<file path="config.mk">
export PLATFORM = sky130hd
export DESIGN_NAME = mem_access_ctrl
export DESIGN_NICKNAME = d
export VERILOG_FILES = /design/src/rtl/mem_access_ctrl.sv
export SDC_FILE = /design/constraint.sdc
export NUM_CORES = 1
export LEC_CHECK = 0
export CAP_MARGIN = 40
export CORE_MARGIN = 2
export CORE_UTILIZATION = 38
export DETAILED_ROUTE_END_ITERATION = 12
export PLACE_DENSITY = 0.71
export SYNTH_ARGS = -nofsm -noshare
export SYNTH_HDL_FRONTEND = slang
export SYNTH_SLANG_ARGS = --single-unit
</file>
<file path="constraint.sdc">
create_clock -name clk -period 6.3 [get_ports clk]
set_clock_uncertainty 0.15 [all_clocks]
set_input_delay 0.945 -clock clk [delete_from_list [all_inputs] [get_ports clk]]
set_output_delay 0.945 -clock clk [all_outputs]
set_load 0.01 [all_outputs]
</file>
<file path="src/rtl/mem_access_ctrl.sv">
// rtl/mem_access_ctrl.sv - MEM-stage data-memory access sequencer with split addr_ok/data_ok bus handshake
module mem_access_ctrl #(
   parameter int ADDR_W = 32
) (
   input  logic              clk,
   input  logic              rst,
   input  logic              req_valid,
   input  logic [2:0]        req_op,
   input  logic [ADDR_W-1:0] req_addr,
   input  logic [31:0]       req_wdata,
   input  logic              flush,
   output logic              req_ready,
   output logic              stall,
   output logic              data_req,
   output logic              data_wr,
   output logic [1:0]        data_size,
   output logic [ADDR_W-1:0] data_addr,
   output logic [3:0]        data_wstrb,
   output logic [31:0]       data_wdata,
   input  logic              data_addr_ok,
   input  logic              data_data_ok,
   input  logic [31:0]       data_rdata,
   output logic              resp_valid,
   output logic [31:0]       resp_rdata,
   output logic              adel,
   output logic              ades
);

   typedef enum logic [1:0] {S_IDLE, S_REQ, S_WAIT, S_DONE} state_t;

   localparam logic [2:0] OP_LW  = 3'b000;
   localparam logic [2:0] OP_LH  = 3'b001;
   localparam logic [2:0] OP_LHU = 3'b010;
   localparam logic [2:0] OP_LB  = 3'b011;
   localparam logic [2:0] OP_LBU = 3'b100;
   localparam logic [2:0] OP_SW  = 3'b101;
   localparam logic [2:0] OP_SH  = 3'b110;
   localparam logic [2:0] OP_SB  = 3'b111;

   // Access size encoding shared with the bus: 0 byte, 1 half, 2 word.
   function automatic logic [1:0] op_size(input logic [2:0] op);
      case (op)
         OP_LW, OP_SW:         op_size = 2'd2;
         OP_LH, OP_LHU, OP_SH: op_size = 2'd1;
         default:              op_size = 2'd0;
      endcase
   endfunction

   function automatic logic op_is_store(input logic [2:0] op);
      op_is_store = (op == OP_SW) || (op == OP_SH) || (op == OP_SB);
   endfunction

   state_t            state_q, state_d;
   logic [2:0]        op_q, op_d;
   logic [ADDR_W-1:0] addr_q, addr_d;
   logic [31:0]       wdata_q, wdata_d;
   logic              killed_q, killed_d;
   logic              adel_q, adel_d;
   logic              ades_q, ades_d;
   logic [31:0]       rdata_q, rdata_d;

   logic        req_store;
   logic        req_mis;
   logic [1:0]  req_size;
   logic        cur_store;
   logic [1:0]  cur_size;
   logic [3:0]  fmt_wstrb;
   logic [31:0] fmt_wdata;
   logic [31:0] load_ext;
   logic [7:0]  rd_byte;
   logic [15:0] rd_half;
   logic        in_req;
   logic        capture;

   // Classify the incoming request: store vs load and alignment by access size.
   always_comb begin
      req_store = op_is_store(req_op);
      req_size  = op_size(req_op);
      req_mis   = 1'b0;
      case (req_size)
         2'd2:    req_mis = (req_addr[1:0] != 2'b00);
         2'd1:    req_mis = req_addr[0];
         default: req_mis = 1'b0;
      endcase
   end

   // Byte strobes and lane-replicated write data from the latched store.
   always_comb begin
      cur_store = op_is_store(op_q);
      cur_size  = op_size(op_q);
      fmt_wstrb = 4'b0000;
      fmt_wdata = 32'h0;
      if (cur_store) begin
         case (cur_size)
            2'd2: begin
               fmt_wstrb = 4'b1111;
               fmt_wdata = wdata_q;
            end
            2'd1: begin
               fmt_wstrb = addr_q[1] ? 4'b1100 : 4'b0011;
               fmt_wdata = {2{wdata_q[15:0]}};
            end
            default: begin
               fmt_wstrb = 4'b0001 << addr_q[1:0];
               fmt_wdata = {4{wdata_q[7:0]}};
            end
         endcase
      end
   end

   // Lane select and sign/zero extension of the returned read word.
   always_comb begin
      case (addr_q[1:0])
         2'd0:    rd_byte = data_rdata[7:0];
         2'd1:    rd_byte = data_rdata[15:8];
         2'd2:    rd_byte = data_rdata[23:16];
         default: rd_byte = data_rdata[31:24];
      endcase
      rd_half = addr_q[1] ? data_rdata[31:16] : data_rdata[15:0];
      case (op_q)
         OP_LW:   load_ext = data_rdata;
         OP_LH:   load_ext = {{16{rd_half[15]}}, rd_half};
         OP_LHU:  load_ext = {16'h0, rd_half};
         OP_LB:   load_ext = {{24{rd_byte[7]}}, rd_byte};
         OP_LBU:  load_ext = {24'h0, rd_byte};
         default: load_ext = 32'h0;
      endcase
   end

   // Next-state, handshake and pipeline-control outputs.
   always_comb begin
      state_d   = state_q;
      op_d      = op_q;
      addr_d    = addr_q;
      wdata_d   = wdata_q;
      killed_d  = killed_q;
      adel_d    = 1'b0;
      ades_d    = 1'b0;
      rdata_d   = rdata_q;
      req_ready = 1'b0;
      stall     = 1'b0;
      data_req  = 1'b0;
      capture   = 1'b0;
      case (state_q)
         S_IDLE: begin
            req_ready = 1'b1;
            if (req_valid && !flush) begin
               if (req_mis) begin
                  adel_d = !req_store;
                  ades_d = req_store;
               end else begin
                  stall   = 1'b1;
                  op_d    = req_op;
                  addr_d  = req_addr;
                  wdata_d = req_wdata;
                  state_d = S_REQ;
               end
            end
         end
         S_REQ: begin
            data_req = 1'b1;
            stall    = 1'b1;
            if (data_addr_ok) begin
               // Once the address is taken the bus must finish; a flush only kills the response.
               if (flush) killed_d = 1'b1;
               if (data_data_ok) begin
                  capture = 1'b1;
                  state_d = S_DONE;
               end else begin
                  state_d = S_WAIT;
               end
            end else if (flush) begin
               state_d = S_IDLE;
            end
         end
         S_WAIT: begin
            stall = 1'b1;
            if (flush) killed_d = 1'b1;
            if (data_data_ok) begin
               capture = 1'b1;
               state_d = S_DONE;
            end
         end
         S_DONE: begin
            state_d  = S_IDLE;
            killed_d = 1'b0;
         end
         default: state_d = S_IDLE;
      endcase
      // Killed ops leave the previous response data untouched.
      if (capture && !(killed_q || flush)) begin
         rdata_d = cur_store ? 32'h0 : load_ext;
      end
   end

   // State and datapath registers.
   always_ff @(posedge clk or posedge rst) begin
      if (rst) begin
         state_q  <= S_IDLE;
         op_q     <= 3'b000;
         addr_q   <= '0;
         wdata_q  <= 32'h0;
         killed_q <= 1'b0;
         adel_q   <= 1'b0;
         ades_q   <= 1'b0;
         rdata_q  <= 32'h0;
      end else begin
         state_q  <= state_d;
         op_q     <= op_d;
         addr_q   <= addr_d;
         wdata_q  <= wdata_d;
         killed_q <= killed_d;
         adel_q   <= adel_d;
         ades_q   <= ades_d;
         rdata_q  <= rdata_d;
      end
   end

   // Bus outputs are only non-zero while the request is being presented.
   always_comb begin
      in_req     = (state_q == S_REQ);
      data_wr    = in_req & cur_store;
      data_size  = in_req ? cur_size : 2'd0;
      data_addr  = in_req ? addr_q : '0;
      data_wstrb = in_req ? fmt_wstrb : 4'b0000;
      data_wdata = in_req ? fmt_wdata : 32'h0;
      resp_valid = (state_q == S_DONE) && !killed_q;
      resp_rdata = rdata_q;
      adel       = adel_q;
      ades       = ades_q;
   end

endmodule

</file>
==> flow_summary.yaml <==
clock_network:
  cts_resized: 0
  cts_setup_buffers: 0
  htree_levels: 3
  path_clk_slew_ns: 0.07
  cts_hold_buf: 0
  cts.path.max_buffers: 2
  cts_tree: "yes"
  clock-root-buffer: "clkbuf_16"
  cts_made_buffers: 9
  clock_sinks: 104
  clk_latency_ns: 0.35
grt:
  grt_pass1_wl_um: 26010
  grt_pass1_vias: 4803
  overflow: 0
  grt.total_usage_pct: 21.15
  grt_antenna_before_repair: 1
  grt_max_degree: 69
critical_path:
  start_kind: "register"
  endpoint_kind: "primary output"
  crit_path_max_fanout: 22
  worstPathRequired_ns: 5.20
  worstSetupPathType: "reg2out"
  arrival_ns: 3.65
place:
  port_buffers: 213
  gp_congestion: 0.8846
  dp_hpwl_um: 11870
  dp_cells: 849
route:
  drc: 0
  antenna_left: 0
  drt_iter0_drc: 309
  routed_wl_um: 16280
  dr_total_vias: 4788
  avgRoutedWirePerCell_um: 18.82
  firstDrtPassIters: 4
  viasPerCell: 5.535
final_layout:
  syn2layout_area_growth_pct: 45.71
  layout_common_cells: "213 x clkdlybuf4s50_1, 104 x dfrtp_1, 70 x mux2_2"
  antenna_cells: 0
  final_cells: 865
  nets: 792
  layout_commonest_cell: "clkdlybuf4s50_1"
  layout-drive-gt1-share_pct: 16.01
sta:
  period_share_pct: 75.36
  fmax_mhz: 210.6
  relSlewSlack_pct: 41.92
  finalHoldViolations: 0
  finalSetupViolCount: 0
  min_period_ns: 4.748
  drv_slew: 0
  tns_ns: 0
  rsz0062_at_grt: "no"
  tightest_slew_ns: 0.8712
synthesis:
  avgSynthCellArea_um2: 11.43
  netlist.area_leader.share_pct: 47.13
  synth_edf_count: 0
  synthTopCellsByArea: "dfrtp_1 47%, mux2_2 14%, a221o_1 5.6%"
  synth_top_area_cell: "dfrtp_1"
  syn_nets: 599
  ys_async_sr_fraction_pct: 100.0
  syn_inst: 483
  yosysWarnings: 0
  ys_ff_latch: 104
  syn_area_um2: 5522
  ys_seq_area_share_pct: 47.13
  synth.distinct_cells: 43
  synthFlopType: "dfrtp_1"
power:
  power_density_nw_per_um2: 443.8
  ir_worst_vdd_uv: 199.1
  leakagePower_nw: 3.263
outcome:
  status: "finished clean"
die:
  rows: 44
  core_um2: 14370
  ioPinCount: 214
  fp.dieH_um: 124.5
  dieArea_um2: 15510
  start_util_pct: 38.43
  fp.dieW_um: 124.5
job:
  maxCapViolCount: 0
min_path:
  hp-class: "reg2reg"
synth_stat cells (3+ instances only):
cell and number:
buf_1 3, a211oi_1 8, inv_1 12, a21oi_1 21, dfrtp_1 104, ha_1 11, mux2_2 70, nor2_1 44
nor3b_1 3, buf_6 6, mux4_2 9, a221o_1 31, or2_2 3, a22oi_1 16, nand2_1 12, a221oi_1 8
clkbuf_1 17, nand3_1 9, and2_1 43, nor2b_1 7, o21ai_0 14, buf_2 9
kinds of logic (layout without fill, tap and decap cells):
group                      after synthesis  after routing  synth area share [%]
AOI/OAI and AO/OA                      104            104                 14.34
xor gates and xnor gates                 2              2                0.3173
adders and majority gates               12             12                 2.674
buffers and inverters                   49            247                 4.464
DFF                                    104            104                 47.13
muxes                                   80             80                 18.13
and+or+nand+nor                        132            132                 12.94
power breakdown:
part,switching (mW),internal [mW]
combinational,0.824,0.978
sequential,0.258,0.938
clock,0.253,0.320
area by class of cell:
class | count | area (um2)
Fill cell | 1197 | 6324
Multi-Input combinational cell | 330 | 2681
Sequential cell | 104 | 2603
Timing Repair Buffer | 218 | 2177
Clock buffer | 12 | 246.5
Tap cell | 184 | 230.2
Clock inverter | 4 | 53.80
Inverter | 13 | 53.80
sequential cells by signal (all words and copies together), names as in the netlist, named ones only:
name	flops
op_q	3
addr_q	32
state_q	1
adel	1
wdata_q	32
killed_q	1
ades	1
resp_rdata	32
metal layers:
layer / GRT usage, % / up-vias / routed length (um) / share of wire, %
met2: 33.17 / 250 / 7521 / 46
met4: 8.923 / 0 / 473 / 2.9
met3: 5.842 / 31 / 1440 / 8.8
li1: - / 2149 / - / -
met1: 27.62 / 2358 / 6840 / 42
met5: 0 / - / 0 / 0
final timing paths:
check / slack [ns] / start / to / cells past startpoint
min in group asynchronous: 0.88 / rst / addr_q[22] / 2
max: 1.55 / op_q[2] / data_wdata[20] / 8
min reg2reg: 0.35 / addr_q[30] / addr_q[30] / 1
min: 0.35 / addr_q[30] / addr_q[30] / 1
max in group asynchronous: 3.96 / rst / resp_rdata[11] / 3
max reg2reg: 3.27 / register / resp_rdata[20] / 7
through the flow:
| step | total power, mW | hold WS (ns) | util, % | worst slack (ns) | cell area, um2 |
|---|---|---|---|---|---|
| 3_3_place_gp | 2.947 | 0.3310 | 53.74 | 2.043 | 7722 |
| 5_1_grt | 3.838 | 0.3650 | 55.99 | 1.283 | 8045 |
| 3_5_place_dp | 3.006 | 0.3363 | 53.90 | 1.937 | 7745 |
| 6_report | 3.571 | 0.3478 | 55.99 | 1.552 | 8045 |
| 4_1_cts | 3.593 | 0.3518 | 55.99 | 1.556 | 8045 |
| 2_1_floorplan | 2.299 | 0.3205 | - | 2.473 | 5522 |
worst max-delay path: stages (launching register included):
cell and delay, ns:
dfrtp_1 0.60, nor2b_1 0.18, or3_1 0.44, inv_1 0.08, ha_1 0.45, nor2b_1 0.69, a22oi_1 0.15, nor2_1 0.15
clkdlybuf4s50_1 0.56
(Power assumes the default switching activity.)
